==> src/rtl/counter_sequencer.sv <==
// counter_sequencer: clear/run/done sequencer for an external up-counter.
// Define COUNTER_SEQ_WATCHDOG_EN to add the RUN-length watchdog on err.
module counter_sequencer #(
  parameter int WIDTH    = 3,
  parameter int PRESCALE = 1
) (
  input  logic             clk,
  input  logic             reset,
  input  logic             start,
  input  logic             stop,
  input  logic             continuous,
  input  logic [WIDTH-1:0] target,
  input  logic [WIDTH-1:0] cnt_val,
  output logic             cnt_en,
  output logic             cnt_clr,
  output logic             busy,
  output logic             done,
  output logic [7:0]       lap_count,
  output logic             err
);

  localparam int PW = (PRESCALE > 1) ? $clog2(PRESCALE) : 1;

  typedef enum logic [1:0] {
    IDLE,
    CLEAR,
    RUN,
    DONE
  } state_t;

  state_t           state;
  state_t           state_n;
  logic [WIDTH-1:0] tgt_q;
  logic             cont_q;
  logic [PW-1:0]    presc;
  logic             tick;
  logic             match;
  logic             accept;
  logic             lap_inc;
  logic             wd_exp;

  assign tick   = (presc == PW'(PRESCALE - 1));
  assign match  = (cnt_val == tgt_q);
  assign accept = (state == IDLE) && start && !stop;

  always_ff @(posedge clk) begin
    if (reset) state <= IDLE;
    else       state <= state_n;
  end

  always_comb begin
    state_n = state;
    cnt_en  = 1'b0;
    cnt_clr = 1'b0;
    busy    = 1'b1;
    done    = 1'b0;
    lap_inc = 1'b0;
    unique case (state)
      IDLE: begin
        busy = 1'b0;
        if (accept) state_n = CLEAR;
      end
      CLEAR: begin
        cnt_clr = 1'b1;
        state_n = stop ? IDLE : RUN;
      end
      RUN: begin
        cnt_en = tick && !match && !stop;
        if (stop) begin
          state_n = IDLE;
        end else if (match) begin
          if (cont_q) begin
            state_n = CLEAR;
            lap_inc = 1'b1;
          end else begin
            state_n = DONE;
          end
        end else if (wd_exp) begin
          state_n = IDLE;
        end
      end
      DONE: begin
        // an abort landing on the completion cycle suppresses the pulse
        done    = !stop;
        state_n = IDLE;
      end
    endcase
  end

  always_ff @(posedge clk) begin
    if (reset) begin
      tgt_q     <= '0;
      cont_q    <= 1'b0;
      lap_count <= 8'd0;
      presc     <= '0;
    end else begin
      if (accept) begin
        tgt_q     <= target;
        cont_q    <= continuous;
        lap_count <= 8'd0;
      end else if (lap_inc && lap_count != 8'hFF) begin
        lap_count <= lap_count + 8'd1;
      end
      if (state != RUN || tick) presc <= '0;
      else                      presc <= presc + 1'b1;
    end
  end

`ifdef COUNTER_SEQ_WATCHDOG_EN
  localparam int WD_LIMIT = (2 ** WIDTH) * PRESCALE + 2;
  localparam int WW       = $clog2(WD_LIMIT + 1);

  logic [WW-1:0] wd_cnt;

  // wd_cnt holds the number of RUN cycles already completed
  assign wd_exp = (wd_cnt == WW'(WD_LIMIT - 1));

  always_ff @(posedge clk) begin
    if (reset) begin
      wd_cnt <= '0;
      err    <= 1'b0;
    end else begin
      if (state != RUN) wd_cnt <= '0;
      else              wd_cnt <= wd_cnt + 1'b1;
      if (accept)
        err <= 1'b0;
      else if (state == RUN && !stop && !match && wd_exp)
        err <= 1'b1;
    end
  end
`else
  assign wd_exp = 1'b0;
  assign err    = 1'b0;
`endif

endmodule
==> config.mk <==
export PLATFORM = sky130hd
export DESIGN_NAME = counter_sequencer
export DESIGN_NICKNAME = d
export VERILOG_FILES = /design/src/rtl/counter_sequencer.sv
export SDC_FILE = /design/constraint.sdc
export NUM_CORES = 1
export LEC_CHECK = 0
export ABC_AREA = 1
export CAP_MARGIN = 20
export CORE_MARGIN = 3
export CORE_UTILIZATION = 46
export CTS_CLUSTER_SIZE = 40
export DETAILED_ROUTE_END_ITERATION = 8
export PLACE_DENSITY = 0.77
export SYNTH_ARGS = -nofsm -noshare
export SYNTH_HDL_FRONTEND = slang
export SYNTH_SLANG_ARGS = --single-unit
export TNS_END_PERCENT = 1
==> constraint.sdc <==
create_clock -name clk -period 1.45 [get_ports clk]
set_clock_uncertainty 0.1 [all_clocks]
set_input_delay 0.3625 -clock clk [delete_from_list [all_inputs] [get_ports clk]]
set_output_delay 0.3625 -clock clk [all_outputs]
set_load 0.05 [all_outputs]
After elaboration in Yosys (flattened, before gate mapping)
Cells that the tools add are included.
W data, S select, Z words.
{ "totals": {"elab_cells": 42, "ram_bits": 0, "ff_bits": 15, "mem_count": 0, "latch_bits": 0, "rom_bits": 0, "out_inout_bits": 13} }
{ "classes": {"reduce_logical": 12, "eq_ne": 8, "div_mod_pow": 0, "bitwise_logic": 1, "magnitude_cmp": 0, "mul": 0, "n_mux": 14, "shifts": 0, "add_sub_neg": 2} }
{ "ops": {"columns": ["op", "count"], "rows": [
  ["$mux W2", 5],
  ["$add A8 B1 Y8 const B", 1],
  ["$mux W1", 8],
  ["$ne A8 B8 Y1 const B", 1],
  ["$pmux W2 S4", 1],
  ["$logic_and A1 B1 Y1", 5],
  ["$eq A2 B2 Y1 const B", 2],
  ["$ne A2 B2 Y1 const B", 2],
  ["$reduce_or A2 Y1", 2],
  ["$eq A3 B3 Y1", 1],
  ["$ne A3 B3 Y1 const B", 1],
  ["$eq A2 B1 Y1 const B", 1],
  ["$logic_not A1 Y1", 2],
  ["$logic_not A2 Y1", 1],
  ["$reduce_and A2 Y1", 1],
  ["$add A1 B1 Y1 const B", 1],
  ["$logic_or A1 B1 Y1", 1],
  ["$not A1 Y1", 1]
]} }

Depth between registers and ports, before layout
{ "depth": {"ltp_word": 5, "ltp_mapped": 8, "mapped_depth_nobuf": 8} }

Worst setup path after synthesis
OpenSTA, ideal clock, no wires.
{ "synth_timing": {"path_kind": "reg2out", "startpoint": "register state[1]", "endpoint": "output port done", "stages_incl_launch_ff": 3, "t_arrival_ns": 1.513, "required_ns": 0.988, "setup_slack_ns": -0.526, "path_cell_list": "dfxtp_1 -> inv_1 -> nor3_1"} }
{ "synth_between": {"elab_chain_cells": 2} }
{ "synth_rtl": {"columns": ["item", "line_no", "source"], "rows": [
  ["start, declared", "31", "state_t state;"],
  ["start signal, assigned", "48", "else state <= state_n;"],
  ["$eq A2 B2 Y1", "58", "unique case (state)"],
  ["$mux W1", "58", null],
  ["end, declared", "17", "output logic done,"]
]} }
No other way between the ends.

Final worst setup path
{ "layout_timing": {"startpoint": "register tgt_q[0]", "endpoint": "output port cnt_en"} }
{ "layout_between": {"elab_chain_cells": 5} }
{ "layout_rtl": {"columns": ["item", "line_no", "source"], "rows": [
  ["start, declared", "33", "logic [WIDTH-1:0] tgt_q;"],
  ["start signal, assigned", "98", "tgt_q <= target;"],
  ["$eq A3 B3 Y1", "43", "assign match = (cnt_val == tgt_q);"],
  ["$logic_not A1 Y1", "68", "cnt_en = tick && !match && !stop;"],
  ["$logic_and A1 B1 Y1 (2 in a row)", "68", null],
  ["$mux W1", "58", null],
  ["end, declared", "14", "output logic cnt_en,"]
]} }
No other way between the ends.

==> flow_metrics.py <==
metrics = {
    "critical_path": {
        "cpMaxStageDelayCell": "dfxtp_2",
        "path_common_cell": "nand2_2",
        "r2r_slack_ns": -0.17,
        "reg2reg_depth": 9,
        "crit_arrival_ns": 1.27,
        "r2r_end": "lap_count[7]",
        "cp-start-kind": "register",
        "worstPathMaxFanout": 3,
        "cpPeakStageDelay_ns": 0.36,
        "path_buf_inv": 2,
        "crit_chain": "inv_2 -> nand2_2 -> nand2_1 -> nand3_2 -> nand2_2 -> nor2_4 -> buf_12",
        "cp.required_ns": 0.99,
        "cp_top_family": "simple AND/OR/NAND/NOR gates",
        "critPathCaptureType": "output port",
        "timing.rr.start": "tgt_q[0]",
        "path_class": "register to output port",
    },
    "synthesis": {
        "synth_area_leader_cell": "dfxtp_1",
        "ys_seq_area_share_pct": 35.4,
        "netlist_top_cells_count": "34 x nand2_1, 17 x inv_1, 15 x dfxtp_1",
        "synth.area.top_cells": "dfxtp_1 35%, nand2_1 15%, a21oi_1 7.7%, inv_1 7.5%, nand3_1 5.9%",
        "yosysTopAreaCellShare_pct": 35.4,
        "yosys_warnings": 0,
        "syn_avg_cell_area_um2": 6.68,
        "synth-simple-area-share_pct": 37.2,
        "ys_types": 22,
        "synth_fa_ha_area_share_pct": 1.47,
        "synth_mux_area_share_pct": 0,
        "synth_cells": 127,
        "ys.flop_type": "dfxtp_1",
        "synth-xor-area-share_pct": 3.10,
        "synth.most_common_cell": "nand2_1",
        "synth_top_family_by_area": "simple AND/OR/NAND/NOR gates",
        "synth_compound_area_share_pct": 12.2,
        "synth_edf_count": 0,
        "syn-cell-area_um2": 848,
        "async_reset_ff_share_pct": 0,
        "ys_seq_elements": 15,
    },
    "floorplanning": {
        "start_util_pct": 52.6,
        "core_area_um2": 1610,
        "die_area_um2": 2400,
        "num_rows": 14,
        "dieHeight_um": 48.9,
        "ios": 24,
        "die_width_um": 48.9,
    },
    "route": {
        "num_vias": 1115,
        "vias_per_cell": 5.72,
        "routedWlPerCell_um": 18.2,
        "drt-initial-drc-count": 64,
        "drc": 0,
        "antenna_left": 0,
        "first_pass_iters": 4,
        "wirelength_um": 3550,
    },
    "finish": {
        "num_antenna_cells": 0,
        "fin_nets": 184,
        "multi_input_area_um2": 561,
        "area.sequential_um2": 322,
        "area_delta_synth_final_pct": 76.1,
        "fillers": 67,
        "final_cells": 195,
        "final_layout_size_suffix_gt1_share_pct": 45.6,
    },
    "power": {
        "p_per_area_nw_per_um2": 584,
        "power.leakage_nw": 0.629,
        "ir_drop_uv": 614,
    },
    "run_status": {
        "outcome": "finished, violations left",
        "violations": "negative setup slack",
    },
    "sta": {
        "fin_crit_ns": 1.74,
        "fin_ws_ns": -0.286,
        "holdWs_ns": 0.410,
        "rsz0062_at_grt": "true",
        "fmax_mhz": 576,
        "maxSlewViolCount": 0,
        "finalHoldViolCount": 0,
        "post-route-period-util_pct": 120,
        "setup_viol_count_final": 13,
    },
    "global_routing": {
        "grt_first_pass_wirelength_um": 4970,
        "antenna_found_initial": 0,
        "grt_usage_pct": 27.0,
        "grt_max_degree": 9,
        "grt-ovfl-total": 0,
        "grt_pass1_vias": 1064,
    },
    "placement": {
        "gp_congestion": 0.809,
        "dpl.cell_count": 185,
        "io_buffers": 22,
        "hpwl_um": 1880,
    },
    "clocking": {
        "cts_buffers": 3,
        "htree_num_levels": 1,
        "clk_pin_slew_ns": 0.09,
        "cts_root_buffer": "clkbuf_4",
        "clock_latency_ns": 0.29,
        "cts_tree": "built",
        "clkSinkCount": 15,
        "clockBufferDepth": 2,
        "hold_buffers": 0,
    },
    "hold_path": {
        "hold_path_end": "tgt_q[0]",
        "hold_class": "register to register",
        "hold_depth": 2,
        "hp-start": "tgt_q[0]",
    },
    "job": {
        "drv_cap": 0,
    },
}
## registers in the layout, indices dropped and copies added (netlist names)
register,count
tgt_q,3
state,2
presc,1
lap_count,8
cont_q,1
## through the flow
step	setup WS, ns	TNS [ns]	utilization [%]	power [mW]	area [um^2]
final	-0.286	-1.63	92.7	0.873	1490
after global routing	-0.365	-2.92	92.7	0.906	1490
after CTS	-0.283	-0.616	88.2	0.836	1420
after detailed placement	-0.527	-5.72	82.8	0.585	1340
after global placement	-0.474	-4.97	82.8	0.578	1340
after floorplan	-0.107	-1.11	-	0.510	882
## per-layer routing
metal / vias to the layer above / track usage, % / part of all wire (%)
li1: 492 / - / -
met1: 513 / 31.7 / 37
met2: 83 / 45.0 / 48
met3: 27 / 5.50 / 8.1
met4: 0 / 15.6 / 7.3
met5: - / 0 / 0
## power by group
group | total, mW | switching (mW) | internal [mW]
Sequential | 0.430 | 0.0103 | 0.420
Clock | 0.246 | 0.139 | 0.107
Combinational | 0.196 | 0.113 | 0.0837
## worst reg2reg max path: stages, from the launching register on
cell and delay, ns:
dfxtp_2 0.34, inv_2 0.07, nand2_2 0.06, nand2_1 0.09, nand3_2 0.10, buf_4 0.14, buf_4 0.15, nor2_4 0.19
nand3_1 0.11, a21oi_1 0.19
## placed cells by master (no fill, tap or decap), types with 2 or more instances in the layout
cell type        instances
nand2_1                 28
buf_4                   17
inv_1                   13
buf_12                  12
a21oi_1                  9
nand3_1                  9
inv_2                    8
dfxtp_2                  8
nand2_2                  6
clkdlybuf4s50_1          6
nor2_4                   5
o21ai_0                  5
nor2_2                   4
nor2_1                   4
a21oi_2                  4
dfxtp_1                  4
xor2_1                   3
clkbuf_4                 3
dfxtp_4                  3
nand2_4                  2
conb_1                   2
clkdlybuf4s15_1          2
dlygate4sd2_1            2
## what timing repair did
item	in CTS	in global routing
endpoints found under the setup margin	16	17
endpoints found under the hold margin	0	0
resized for setup	19	20
setup buffers	3	3
pin swaps	5	5
## cell type report
class | instances | area share (%)
Sequential cell | 15 | 21.5
Timing Repair Buffer | 40 | 31.9
Clock buffer | 4 | 1.76
Tap cell | 24 | 2.01
Inverter | 21 | 5.28
Multi-Input combinational cell | 91 | 37.5
## how the worst max path moves through the flow
stage                       startpoint            to  slack, ns  depth (start not counted)
after CTS                     tgt_q[1]        cnt_en      -0.28                          8
after global placement      cnt_val[2]        cnt_en      -0.47                          8
after detailed placement    cnt_val[0]        cnt_en      -0.53                          8
after global routing          tgt_q[0]        cnt_en      -0.36                          7
after floorplan           lap_count[4]  lap_count[4]      -0.11                          6
final                         tgt_q[0]        cnt_en      -0.29                          7
## cell families after synthesis
logic type,count (synthesis)
fa+ha+maj,1
xor+xnor,3
other cells,1
buf+inv,22
simple gates,65
compound gates,20
flops,15
(Power assumes the default switching activity.)
